File: src/rtl/sc_sng_pkg.sv
// Shared types and LFSR helpers for the stochastic operand generator.
package sc_sng_pkg;

  typedef enum logic {IDLE = 1'b0, RUN = 1'b1} sng_state_t;

  localparam int unsigned LFSR_MAX_W = 16;

  // Maximal-length tap masks (bit n-1 set for tap n), widths 4..16
  function automatic logic [LFSR_MAX_W-1:0] lfsr_taps(input int unsigned width);
    case (width)
      4:       lfsr_taps = 16'h000C;
      5:       lfsr_taps = 16'h0014;
      6:       lfsr_taps = 16'h0030;
      7:       lfsr_taps = 16'h0060;
      8:       lfsr_taps = 16'h00B8;
      9:       lfsr_taps = 16'h0110;
      10:      lfsr_taps = 16'h0240;
      11:      lfsr_taps = 16'h0500;
      12:      lfsr_taps = 16'h0829;
      13:      lfsr_taps = 16'h100D;
      14:      lfsr_taps = 16'h2015;
      15:      lfsr_taps = 16'h6000;
      16:      lfsr_taps = 16'hD008;
      default: lfsr_taps = 16'h0000;
    endcase
  endfunction

  // One Fibonacci step: shift left, feedback into bit 0, masked to width
  function automatic logic [LFSR_MAX_W-1:0] lfsr_step(input logic [LFSR_MAX_W-1:0] s,
                                                      input int unsigned width);
    logic                  fb;
    logic [LFSR_MAX_W-1:0] mask;
    mask = LFSR_MAX_W'((32'd1 << width) - 32'd1);
    fb   = ^(s & lfsr_taps(width));
    return ((s << 1) | {15'd0, fb}) & mask;
  endfunction

  function automatic int unsigned sng_period(input int unsigned width);
    return (32'd1 << width) - 32'd1;
  endfunction

endpackage

File: src/rtl/sc_lfsr.sv
// Maximal-length Fibonacci LFSR with synchronous reseed and step enable.
module sc_lfsr
  import sc_sng_pkg::*;
#(
  parameter int unsigned WIDTH = 8,
  parameter int unsigned SEED  = 1
) (
  input  logic             clk,
  input  logic             rst_n,
  input  logic             en,
  input  logic             reseed,
  output logic [WIDTH-1:0] state
);

  always_ff @(posedge clk or negedge rst_n) begin
    if (!rst_n) begin
      state <= WIDTH'(SEED);
    end else if (reseed) begin
      state <= WIDTH'(SEED);
    end else if (en) begin
      state <= WIDTH'(lfsr_step(LFSR_MAX_W'(state), WIDTH));
    end
  end

endmodule

File: src/rtl/sc_div_operand_gen.sv
// Binary-to-stochastic encoder feeding the correlation-based divider.
// Optional stall input enabled by defining SC_SNG_HOLD_EN.
module sc_div_operand_gen
  import sc_sng_pkg::*;
#(
  parameter int unsigned WIDTH  = 8,
  parameter int unsigned SEED   = 1,
  parameter int unsigned SEED_R = (1 << (WIDTH - 1)) + 1
) (
  input  logic             clk,
  input  logic             rst_n,
  input  logic             in_valid,
  output logic             in_ready,
  input  logic [WIDTH-1:0] dividend_val,
  input  logic [WIDTH-1:0] divisor_val,
  output logic             dividend,
  output logic             divisor,
  output logic             rand_num,
  output logic             stream_valid,
  output logic             done,
  output logic             err
`ifdef SC_SNG_HOLD_EN
  ,
  input  logic             hold
`endif
);

  localparam int unsigned      PERIOD   = sng_period(WIDTH);
  localparam logic [WIDTH-1:0] CNT_LAST = WIDTH'(PERIOD - 1);
  localparam logic [WIDTH-1:0] SEED_W   = WIDTH'(SEED);
  localparam logic [WIDTH-1:0] SEED_R_W = WIDTH'(SEED_R);

  sng_state_t       st_q, st_d;
  logic [WIDTH-1:0] cnt_q, cnt_d, a_q, a_d, b_q, b_d;
  logic [WIDTH-1:0] lfsr, lfsr_r, lfsr_d, lfsr_r_d;
  logic             accept, lfsr_en, hold_q, hold_nxt, emit_d;
  logic             in_ready_d, stream_valid_d, dividend_d, divisor_d, rand_d, done_d, err_d;
  logic             unused_rand_bits;

`ifdef SC_SNG_HOLD_EN
  assign hold_nxt = hold;
`else
  assign hold_nxt = 1'b0;
`endif

  assign unused_rand_bits = ^lfsr_r_d[WIDTH-2:0];

  sc_lfsr #(.WIDTH(WIDTH), .SEED(SEED)) u_lfsr_op (
    .clk    (clk),
    .rst_n  (rst_n),
    .en     (lfsr_en),
    .reseed (accept),
    .state  (lfsr)
  );

  sc_lfsr #(.WIDTH(WIDTH), .SEED(SEED_R)) u_lfsr_rand (
    .clk    (clk),
    .rst_n  (rst_n),
    .en     (lfsr_en),
    .reseed (accept),
    .state  (lfsr_r)
  );

  // State register: FSM, period counter, latched operands, sampled stall
  always_ff @(posedge clk or negedge rst_n) begin
    if (!rst_n) begin
      st_q   <= IDLE;
      cnt_q  <= '0;
      a_q    <= '0;
      b_q    <= '0;
      hold_q <= 1'b0;
    end else begin
      st_q   <= st_d;
      cnt_q  <= cnt_d;
      a_q    <= a_d;
      b_q    <= b_d;
      hold_q <= hold_nxt;
    end
  end

  // Next state; outputs are decoded from next-state values so they register cleanly
  always_comb begin
    st_d     = st_q;
    cnt_d    = cnt_q;
    a_d      = a_q;
    b_d      = b_q;
    lfsr_en  = 1'b0;
    accept   = in_valid && in_ready;
    lfsr_d   = lfsr;
    lfsr_r_d = lfsr_r;

    if (st_q == RUN && !hold_q) begin
      if (cnt_q == CNT_LAST) begin
        st_d = IDLE;
      end else begin
        cnt_d   = cnt_q + WIDTH'(1);
        lfsr_en = 1'b1;
      end
    end

    // Dividend is clamped so a_q <= b_q keeps the two streams nested
    if (accept) begin
      st_d  = RUN;
      cnt_d = '0;
      a_d   = (dividend_val > divisor_val) ? divisor_val : dividend_val;
      b_d   = divisor_val;
    end

    if (accept) begin
      lfsr_d   = SEED_W;
      lfsr_r_d = SEED_R_W;
    end else if (lfsr_en) begin
      lfsr_d   = WIDTH'(lfsr_step(LFSR_MAX_W'(lfsr), WIDTH));
      lfsr_r_d = WIDTH'(lfsr_step(LFSR_MAX_W'(lfsr_r), WIDTH));
    end

    emit_d         = (st_d == RUN) && !hold_nxt;
    in_ready_d     = (st_d == IDLE) || (emit_d && (cnt_d == CNT_LAST));
    stream_valid_d = emit_d;
    dividend_d     = emit_d && (lfsr_d <= a_d) && (a_d != '0);
    divisor_d      = emit_d && (lfsr_d <= b_d) && (b_d != '0);
    rand_d         = emit_d && lfsr_r_d[WIDTH-1];
    done_d         = emit_d && (cnt_d == CNT_LAST);
    err_d          = accept && (dividend_val > divisor_val);
  end

  always_ff @(posedge clk or negedge rst_n) begin
    if (!rst_n) begin
      in_ready     <= 1'b1;
      stream_valid <= 1'b0;
      dividend     <= 1'b0;
      divisor      <= 1'b0;
      rand_num     <= 1'b0;
      done         <= 1'b0;
      err          <= 1'b0;
    end else begin
      in_ready     <= in_ready_d;
      stream_valid <= stream_valid_d;
      dividend     <= dividend_d;
      divisor      <= divisor_d;
      rand_num     <= rand_d;
      done         <= done_d;
      err          <= err_d;
    end
  end

endmodule

File: config.mk
export PLATFORM = sky130hd
export DESIGN_NAME = sc_div_operand_gen
export DESIGN_NICKNAME = d
export VERILOG_FILES = /design/src/rtl/sc_sng_pkg.sv /design/src/rtl/sc_lfsr.sv /design/src/rtl/sc_div_operand_gen.sv
export SDC_FILE = /design/constraint.sdc
export NUM_CORES = 1
export LEC_CHECK = 0
export CORE_ASPECT_RATIO = 2
export CORE_UTILIZATION = 35
export CTS_BUF_LIST = sky130_fd_sc_hd__clkbuf_4 sky130_fd_sc_hd__clkbuf_8
export DETAILED_ROUTE_END_ITERATION = 10
export PLACE_DENSITY = 0.59
export SYNTH_ARGS = -nofsm -noshare
export SYNTH_HDL_FRONTEND = slang
export SYNTH_SLANG_ARGS = --single-unit
File: constraint.sdc
create_clock -name clk -period 2.8 [get_ports clk]
set_input_delay 0.84 -clock clk [delete_from_list [all_inputs] [get_ports clk]]
set_output_delay 0.84 -clock clk [all_outputs]
set_load 0.01 [all_outputs]
# ---- Word-level counts from Yosys, hierarchy flattened
# Cells that the tools add are included.
dict set report classes {
  add_sub_neg 1
  order_cmp 3
  n_eq_ne 2
  n_mux 15
  bitwise_logic 5
  n_reduce_logical 14
}
# op n
set ops {}
lappend ops {{$mux W8} 10}
lappend ops {{$and A8 B16 Y16} 2}
lappend ops {{$mux W16} 2}
lappend ops {{$reduce_xor A16 Y1} 2}
lappend ops {{$eq A8 B8 Y1 const B} 2}
lappend ops {{$le A8 B8 Y1} 2}
lappend ops {{$or A8 B1 Y8} 2}
lappend ops {{$reduce_bool A8 Y1} 2}
lappend ops {{$add A8 B1 Y8 const B} 1}
lappend ops {{$gt A8 B8 Y1} 1}
lappend ops {{$logic_and A1 B1 Y1} 8}
lappend ops {{$mux W1} 3}
lappend ops {{$reduce_bool A2 Y1} 1}
lappend ops {{$logic_or A1 B1 Y1} 1}
lappend ops {{$not A1 Y1} 1}
dict set report word_totals {
  reg_bits 47
  in_bits 19
  output_inout_bits 7
  word_cells 53
}

# ---- Depth between registers and ports, before layout
# Gate-level depths: netlist (run 1).
dict set report depth {
  word_depth 13
  ltp_mapped 16
  ltp_nobuf 16
}

# ---- Modules after synthesis
# A second synthesis (run 1) with hierarchy kept.
dict set report unflattened {
  hier_cells 311
  area_unflattened_um2 2920.3
}
# mod n_inst cells_per_inst area_per_inst_um2 seq_area_each_um2
set by_module_without_submodules {}
lappend by_module_without_submodules {sc_div_operand_gen 1 251 2223.4 777.0}
lappend by_module_without_submodules {{sc_lfsr at u_lfsr_rand} 1 30 349.1 202.7}
lappend by_module_without_submodules {{sc_lfsr at u_lfsr_op} 1 30 347.8 201.4}

# ---- Worst setup path after synthesis (run 1)
# Ideal clock, no wire load.
dict set report synth_path {
  path_kind {input-to-reg}
  from {input port divisor_val[5]}
  to {register dividend}
  setup_time_ns 0.067
  arrival_time_ns 3.299
  t_required_ns 2.733
  slack_ns -0.566
  stages 15
  n_path_buf 0
  cell_sequence {inv_1 ha_1 a211o_1 a21o_2 and3_1 a31oi_1 o21ai_0 inv_1 ha_1 a21o_1 a211o_1 a21oi_1 o21ai_0 a21boi_0 o41a_1}
}
dict set report synth_between {
  elab_chain_len 6
  elab_cells_between_ends 7
  classes_between {2 x order compare; 2 x mux; 3 x reduce/logical}
}
# element line_no
set synth_lines {}
lappend synth_lines {{from (decl)} sc_div_operand_gen.sv:15} ;# input logic [WIDTH-1:0] divisor_val,
lappend synth_lines {{$gt A8 B8 Y1 (*)} sc_div_operand_gen.sv:105} ;# a_d = (dividend_val > divisor_val) ? divisor_val : dividend_val;
lappend synth_lines {{$mux W8 (*)} sc_div_operand_gen.sv:105}
lappend synth_lines {{$mux W8 (*)} sc_div_operand_gen.sv:102} ;# if (accept) begin
lappend synth_lines {{named net a_d[2]} sc_div_operand_gen.sv:34} ;# logic [WIDTH-1:0] cnt_q, cnt_d, a_q, a_d, b_q, b_d;
lappend synth_lines {{$le A8 B8 Y1} sc_div_operand_gen.sv:120} ;# dividend_d = emit_d && (lfsr_d <= a_d) && (a_d != '0);
lappend synth_lines {{$logic_and A1 B1 Y1} sc_div_operand_gen.sv:120}
lappend synth_lines {{$logic_and A1 B1 Y1 (*)} sc_div_operand_gen.sv:120}
lappend synth_lines {{named net dividend_d} sc_div_operand_gen.sv:37} ;# logic in_ready_d, stream_valid_d, dividend_d, divisor_d, rand_d, done_d, err_d;
lappend synth_lines {{to (signal assigned)} sc_div_operand_gen.sv:139} ;# dividend <= dividend_d;
lappend synth_lines {{to (decl)} sc_div_operand_gen.sv:16} ;# output logic dividend,
# The timed path passes the listed nets; every way through them passes the cells marked *.
# A chain may end at the register's enable or synchronous reset.

# ---- Final worst setup path (run 1)
# Same ends and word-level chain as after synthesis.

==> metrics.md, run 1 <==
| Metric | Value |
|---|---|
| Outcome | `finished, violations left` |
| Violated checks | `negative setup slack` |
| RSZ-0062 raised after global routing | `true` |
| Slew Limit Headroom | `62.2%` |
| Setup CP Type | `in2reg` |
| DIE WIDTH | `64.6 µm` |
| R2R cell count | `14` |
| Port Buffer Count | `25` |
| Fmax | `323 MHz` |
| Critical Path End Type | `flop` |
| Slew @ Worst Pin | `0.567 ns` |
| Cell Pwr Density | `329 mW/mm²` |
| WL per Instance | `16.1 µm` |
| Setup Skew | `0.00701 ns` |
| Internal power | `961 µW` |
| Min Hold Slack | `0.505 ns` |
| Area Overhead vs Synth | `44.2%` |
| Inserted Clock Buffers | `5` |
| Gr usage total | `20.4%` |
| Clk sinks | `47` |
| FF-to-FF End | `dividend` |
| CTS Buffer Depth | `2` |
| Mapped Nets | `336` |
| Root buf cell | `clkbuf_8` |
| Core ar. | `0.00760 mm²` |
| DR vias/cell | `5.23` |
| Max Cap Viol | `0` |
| Async set or reset register ratio after synthesis | `100%` |
| Die Footprint | `0.00820 mm²` |
| Crit path cell chain | `buf_8 > inv_4 > ha_4 > a211o_1 > a21oi_4 > nand3_4 > buf_12 > a31oi_4 > o21ai_2 > buf_4 > buf_4 > or4_1 > o41a_1` |
| Die H | `127 µm` |
| Hold Buf Count CTS | `0` |
| CTS H-tree depth | `2` |
| Row count | `45` |
| Total Nets Final | `427` |
| Synth Instances | `291` |
| Final WS setup | `-0.300 ns` |
| Slowest cell on crit path | `or4_1` |
| Logic pwr share | `14.4%` |
| Avg Inst Size Synth | `9.41 µm²` |
| Yosys Warn Count | `0` |
| CP peak stage delay | `0.43 ns` |
| Grt ovf | `0` |
| Switching power | `336 µW` |
| Worst skew pair latency | `0.31 ns` |
| I/O pins | `26` |
| Total Power | `1.30 mW` |
| LEAKAGE | `1.93 nW` |
| Arrival @ worst endpoint | `3.29 ns` |
| Final Critical Period | `3.10 ns` |
| Vias in the first global route | `2666` |
| Seq/Total Area, Yosys | `43.1%` |
| Reg2Reg Setup Slack | `0.19 ns` |
| ANT cells | `0` |
| Critical Path Most Common Cell | `buf_4` |
| Post-Layout Inst Area | `0.00395 mm²` |
| Final period util | `111%` |
| Routed Antenna Nets | `0` |
| Routed vias | `2493` |
| Synth Flop Type | `dfrtp_1` |
| Share of post-route cells with drive strength above 1 | `40.2%` |
| First-pass GRT wire length | `12500 µm` |
| Clk pwr share | `33.3%` |
| Initial antenna violation count | `0` |
| Maximum ir drop on the vdd rail | `0.253 mV` |
| Final Hold Viols | `0` |
| Sw Ratio | `25.9%` |
| CP max FO | `4` |
| Req. time, crit path | `2.99 ns` |
| Seq pwr share | `52.3%` |
| Iteration-0 DRC Markers | `106` |
| GPL Wtd Cong | `0.840` |
| Drt drc | `0` |
| Initial Utilization | `36.0%` |
| Reg2reg start | `cnt_q[4]` |
| Largest net degree at the start of global routing | `25` |
| Crit start category | `input pin` |
| Clock Pin Slew Worst Setup and Hold Paths | `0.09 ns` |
| Post-Syn Area | `0.00274 mm²` |
| WL final | `7670 µm` |
| CTS tree | `done` |
| Final HPWL DP | `5760 µm` |
| Hold WC Path Type | `in2async` |
| Post-synth EDFFs | `0` |
| Final setup viols | `1` |
| Area after DPL | `0.00352 mm²` |
| Pre-Repair DR Iteration Count | `4` |
| Count of pins over their slew limit | `0` |
| Yosys reg bits | `47` |
| Post-synth cell types | `45` |
==> synth_stat cells (3+ instances only) <==
cell / number / share of area (%)
dfrtp_1: 43 / 39
a31oi_1: 7 / 1.6
nand4_1: 5 / 1.1
nand3_1: 8 / 1.5
xnor2_1: 7 / 2.2
o21ai_0: 7 / 1.3
and3_1: 4 / 0.91
nand2_1: 45 / 6.2
ha_1: 26 / 12
and2_1: 9 / 2.1
inv_1: 26 / 3.6
a211o_1: 3 / 0.96
clkbuf_1: 4 / 0.55
a21boi_0: 3 / 0.82
a21o_1: 6 / 1.6
nor2_1: 13 / 1.8
and3_2: 3 / 0.82
mux2i_1: 9 / 3.3
dfstp_2: 4 / 3.8
a21oi_1: 25 / 4.6
==> cell type report <==
class | count | area (µm²)
well taps | 94 | 118
clock buffers | 6 | 76.3
multi-input cells | 211 | 1730
clock inverters | 2 | 13.8
repair buffers | 91 | 731
fillers | 695 | 3650
flip-flops and latches | 47 | 1180
inverters | 26 | 100
==> state kept, by name (all words and copies together) (netlist names) <==
signal	count
a_q	8
b_q	8
cnt_q	8
u_lfsr_op.state	8
u_lfsr_rand.state	8
dividend	1
divisor	1
done	1
err	1
in_ready	1
rand_num	1
stream_valid	1
==> power by group through the flow <==
stage | logic [mW] | registers (mW) | clock network, mW
floorplan | 0.0505 | 0.692 | 0
detailed placement | 0.132 | 0.692 | 0
CTS | 0.167 | 0.679 | 0.448
global placement | 0.130 | 0.692 | 0
global route | 0.203 | 0.679 | 0.475
finish | 0.187 | 0.678 | 0.432
==> repair_timing <==
item                                    4_1_cts  5_1_grt
gates cloned                                  1        0
pin swaps                                    30       22
endpoints found under the setup margin        3        2
hold endpoints to repair                      0        0
buffers inserted                              5        4
resized for setup                           100       23
==> layout by cell type (no fill, tap or decap), types with 5 or more instances in the layout <==
cell	Yosys	final
clkdlybuf4s50_1	0	7
buf_2	0	8
and2_1	9	8
xnor2_1	7	7
nand3_1	8	7
clkbuf_8	1	5
mux2i_1	9	6
inv_1	26	16
nand2_1	45	45
buf_4	0	61
a21oi_1	25	17
nor2_1	13	13
ha_4	0	11
dfrtp_1	43	43
a21oi_2	1	5
inv_2	0	9
a21o_1	6	6
buf_6	2	6
nand4_1	5	5
ha_1	26	14
==> stage by stage <==
stage | std cells | setup slack (ns) | setup TNS [ns] | util, %
2_1_floorplan | 291 | -0.388 | -0.388 | -
3_3_place_gp | 459 | -1.12 | -2.75 | 46.3
3_5_place_dp | 459 | -1.19 | -2.91 | 46.3
4_1_cts | 473 | -0.292 | -0.292 | 51.2
5_1_grt | 477 | -0.433 | -0.433 | 52.0
6_report | 477 | -0.300 | -0.300 | 52.0
==> worst max-delay path, delay by kind of cell <==
family | cells | cell delay [ns]
and+or+nand+nor | 2 | 0.57
buffers and inverters | 5 | 0.56
adders and majority gates | 1 | 0.19
AOI/OAI and AO/OA | 5 | 1.11
==> logic make-up after synthesis <==
logic type / synth area share, %
fa+ha+maj: 11.9
mux: 3.29
flops: 43.1
simple gates: 17.9
buf+inv: 5.57
xor+xnor: 2.24
compound gates: 16.0
==> how the worst max path moves through the flow <==
stage	from	slack (ns)	endpoint	cells after the start
after global routing	dividend_val[1]	-0.43	dividend	18
after floorplan	divisor_val[7]	-0.39	dividend	14
final	divisor_val[5]	-0.30	dividend	13
after global placement	divisor_val[1]	-1.12	dividend	16
after CTS	divisor_val[5]	-0.29	dividend	16
after detailed placement	divisor_val[6]	-1.19	dividend	15
==> routing by layer <==
layer	part of all wire (%)	up-vias	GRT usage, %
met5	0	-	0
met4	5.6	0	12.4
met3	1.8	24	2.68
met2	56	52	40.1
met1	36	1227	18.9
li1	-	1190	-
(Power assumes the default switching activity.)
==> run 2, diff against run 1 <==
CORE_UTILIZATION = 54   (was 35)
PLACE_DENSITY = 0.83   (was 0.59)
==> metrics.md, run 2 (synthesis results as in run 1) <==
| Metric | Value |
|---|---|
| Clock Pin Slew Worst Setup and Hold Paths | `0.10 ns (was 0.09 ns)` |
| Total Nets Final | `424 (was 427)` |
| Total Power | `1.40 mW (was 1.30 mW)` |
| Root buf cell | `clkbuf_8 (unchanged)` |
| Area after DPL | `0.00342 mm² (was 0.00352 mm²)` |
| Initial antenna violation count | `0 (unchanged)` |
| Routed vias | `2658 (was 2493)` |
| Sw Ratio | `25.7% (was 25.9%)` |
| Worst skew pair latency | `0.32 ns (was 0.31 ns)` |
| Post-layout util | `80.3% (was 52.0%)` |
| Arrival @ worst endpoint | `3.49 ns (was 3.29 ns)` |
| Row count | `36 (was 45)` |
| Die Footprint | `0.00538 mm² (was 0.00820 mm²)` |
| WL per Instance | `20.7 µm (was 16.1 µm)` |
| Switching power | `360 µW (was 336 µW)` |
| Iteration-0 DRC Markers | `93 (was 106)` |
| CTS tree | `done (unchanged)` |
| Bufs and invs on worst path | `3 (was 5)` |
| Clk pwr share | `38.0% (was 33.3%)` |
| I/O pins | `26 (unchanged)` |
| Final period util | `115% (was 111%)` |
| Hold WC Path Type | `reg2reg (was in2async)` |
| Initial Utilization | `56.3% (was 36.0%)` |
| Seq pwr share | `48.5% (was 52.3%)` |
| Port Buffer Count | `25 (unchanged)` |
| Internal power | `1.04 mW (was 961 µW)` |
| CP peak stage delay | `0.32 ns (was 0.43 ns)` |
| Slew @ Worst Pin | `0.619 ns (was 0.567 ns)` |
| Gr usage total | `38.0% (was 20.4%)` |
| Outcome | `finished, violations left (unchanged)` |
| Share of post-route cells with drive strength above 1 | `40.0% (was 40.2%)` |
| Fmax | `310 MHz (was 323 MHz)` |
| Violated checks | `negative setup slack (unchanged)` |
| Area Overhead vs Synth | `42.7% (was 44.2%)` |
| DIE WIDTH | `52.4 µm (was 64.6 µm)` |
| CP max FO | `4 (unchanged)` |
| Max Cap Viol | `0 (unchanged)` |
| Fillers | `278 (was 695)` |
| Req. time, crit path | `3.07 ns (was 2.99 ns)` |
| Setup Skew | `0.00944 ns (was 0.00701 ns)` |
| Drt drc | `0 (unchanged)` |
| GPL Wtd Cong | `0.892 (was 0.840)` |
| Final WS setup | `-0.421 ns (was -0.300 ns)` |
| ANT cells | `0 (unchanged)` |
| Slew Limit Headroom | `58.7% (was 62.2%)` |
| Maximum ir drop on the vdd rail | `0.459 mV (was 0.253 mV)` |
| CTS Buffer Depth | `2 (unchanged)` |
| Inserted Clock Buffers | `5 (unchanged)` |
| Grt ovf | `0 (unchanged)` |
| Slowest cell on crit path | `a211o_1 (was or4_1)` |
| CP delay by family, top | `compound AO/OA/AOI/OAI gates (unchanged)` |
| Die H | `103 µm (was 127 µm)` |
| Setup CP Type | `in2reg (unchanged)` |
| Post-Layout Inst Area | `0.00391 mm² (was 0.00395 mm²)` |
| M1 GR Usage | `35.8% (was 18.9%)` |
| Final Hold Viols | `0 (unchanged)` |
| GRT Max-Usage Layer | `met2 (unchanged)` |
| CTS H-tree depth | `2 (unchanged)` |
| First-pass GRT wire length | `14300 µm (was 12500 µm)` |
| Pre-Repair DR Iteration Count | `4 (unchanged)` |
| Final setup viols | `1 (unchanged)` |
| Most common cell after layout, fill and taps aside | `buf_4 (unchanged)` |
| Count of pins over their slew limit | `0 (unchanged)` |
| Final Critical Period | `3.22 ns (was 3.10 ns)` |
| Vias in the first global route | `2883 (was 2666)` |
| GR met3 Demand/Resource | `7.23% (was 2.68%)` |
| LEAKAGE | `1.92 nW (was 1.93 nW)` |
| Critical Path End Type | `flop (unchanged)` |
| Commonest cells after routing, fill and taps aside | `buf_4, nand2_1, dfrtp_1 (unchanged)` |
| Crit start category | `input pin (unchanged)` |
| Routed Antenna Nets | `0 (unchanged)` |
| RSZ-0062 raised after global routing | `true (unchanged)` |
| Met2 usage | `68.9% (was 40.1%)` |
| Clk sinks | `47 (unchanged)` |
| Cell Pwr Density | `358 mW/mm² (was 329 mW/mm²)` |
| Logic pwr share | `13.5% (was 14.4%)` |
| DR vias/cell | `6.08 (was 5.23)` |
| WL final | `9040 µm (was 7670 µm)` |
| Crit path cell chain | `buf_2 > inv_2 > ha_4 > a211o_1 > a21o_2 > and3_4 > a31oi_4 > o21ai_2 > inv_2 > ha_4 > nand3_2 > nor2_2 > a211o_1 > a21oi_2 > o21ai_1 > a21boi_1 > o41a_1 (was buf_8 > inv_4 > ha_4 > a211o_1 > a21oi_4 > nand3_4 > buf_12 > a31oi_4 > o21ai_2 > buf_4 > buf_4 > or4_1 > o41a_1)` |
| Largest net degree at the start of global routing | `48 (was 25)` |
| Core ar. | `0.00486 mm² (was 0.00760 mm²)` |
| Final HPWL DP | `5360 µm (was 5760 µm)` |
-- run 2: timing repair --
action | 4_1_cts | 5_1_grt
pin swaps | 35 | 10
setup endpoints to repair | 3 | 2
hold buffers | 0 | 0
setup buffers | 9 | 4
cloned | 1 | 0
gates resized for setup | 117 | 7
-- run 2: area by class of cell --
| class | count | area [µm²] | share of cell area (%) |
|---|---|---|---|
| well taps | 57 | 71.3 | 1.83 |
| multi-input cells | 210 | 1740 | 44.4 |
| repair buffers | 89 | 702 | 18.0 |
| clock buffers | 5 | 68.8 | 1.76 |
| clock inverters | 3 | 46.3 | 1.18 |
| inverters | 26 | 100 | 2.56 |
| flip-flops and latches | 47 | 1180 | 30.3 |
-- run 2: path summary, 6_finish.rpt --
| path | from | end | slack [ns] | cells after the start |
|---|---|---|---|---|
| min in group asynchronous | rst_n | cnt_q[5] | 0.60 | 2 |
| max in group asynchronous | rst_n | u_lfsr_op.state[7] | 1.77 | 2 |
| min | u_lfsr_rand.state[0] | u_lfsr_rand.state[0] | 0.52 | 2 |
| max reg2reg | cnt_q[0] | dividend | 0.03 | 15 |
| max | divisor_val[6] | dividend | -0.42 | 17 |
| min reg2reg | u_lfsr_rand.state[0] | u_lfsr_rand.state[0] | 0.52 | 2 |
-- run 2: per-layer routing --
metal | routed length [µm] | vias up
met5 | 0 | -
met3 | 356 | 55
met4 | 711 | 0
met1 | 2930 | 1303
li1 | - | 1188
met2 | 5040 | 112
-- run 2: worst register-to-register path: cells and delay by family (launching register included) --
kind | cells | cell delay (ns)
DFF | 1 | 0.39
AOI/OAI and AO/OA | 6 | 0.88
adders and majority gates | 2 | 0.39
buffers and inverters | 2 | 0.15
and+or+nand+nor | 5 | 0.92
-- run 2: metrics by stage --
step | setup WS [ns] | cells | hold slack, ns | setup TNS [ns]
floorplan | -0.388 | 291 | 0.466 | -0.388
global placement | -1.14 | 415 | 0.484 | -2.54
detailed placement | -1.27 | 415 | 0.507 | -3.04
CTS | -0.284 | 433 | 0.520 | -0.284
global route | -0.461 | 437 | 0.537 | -0.485
finish | -0.421 | 437 | 0.519 | -0.421
-- run 2: power groups by stage --
stage | logic, mW | clock network [mW] | registers (mW)
4_1_cts | 0.170 | 0.528 | 0.678
6_report | 0.189 | 0.531 | 0.678
2_1_floorplan | 0.0505 | 0 | 0.692
5_1_grt | 0.200 | 0.562 | 0.679
3_3_place_gp | 0.124 | 0 | 0.692
3_5_place_dp | 0.127 | 0 | 0.692
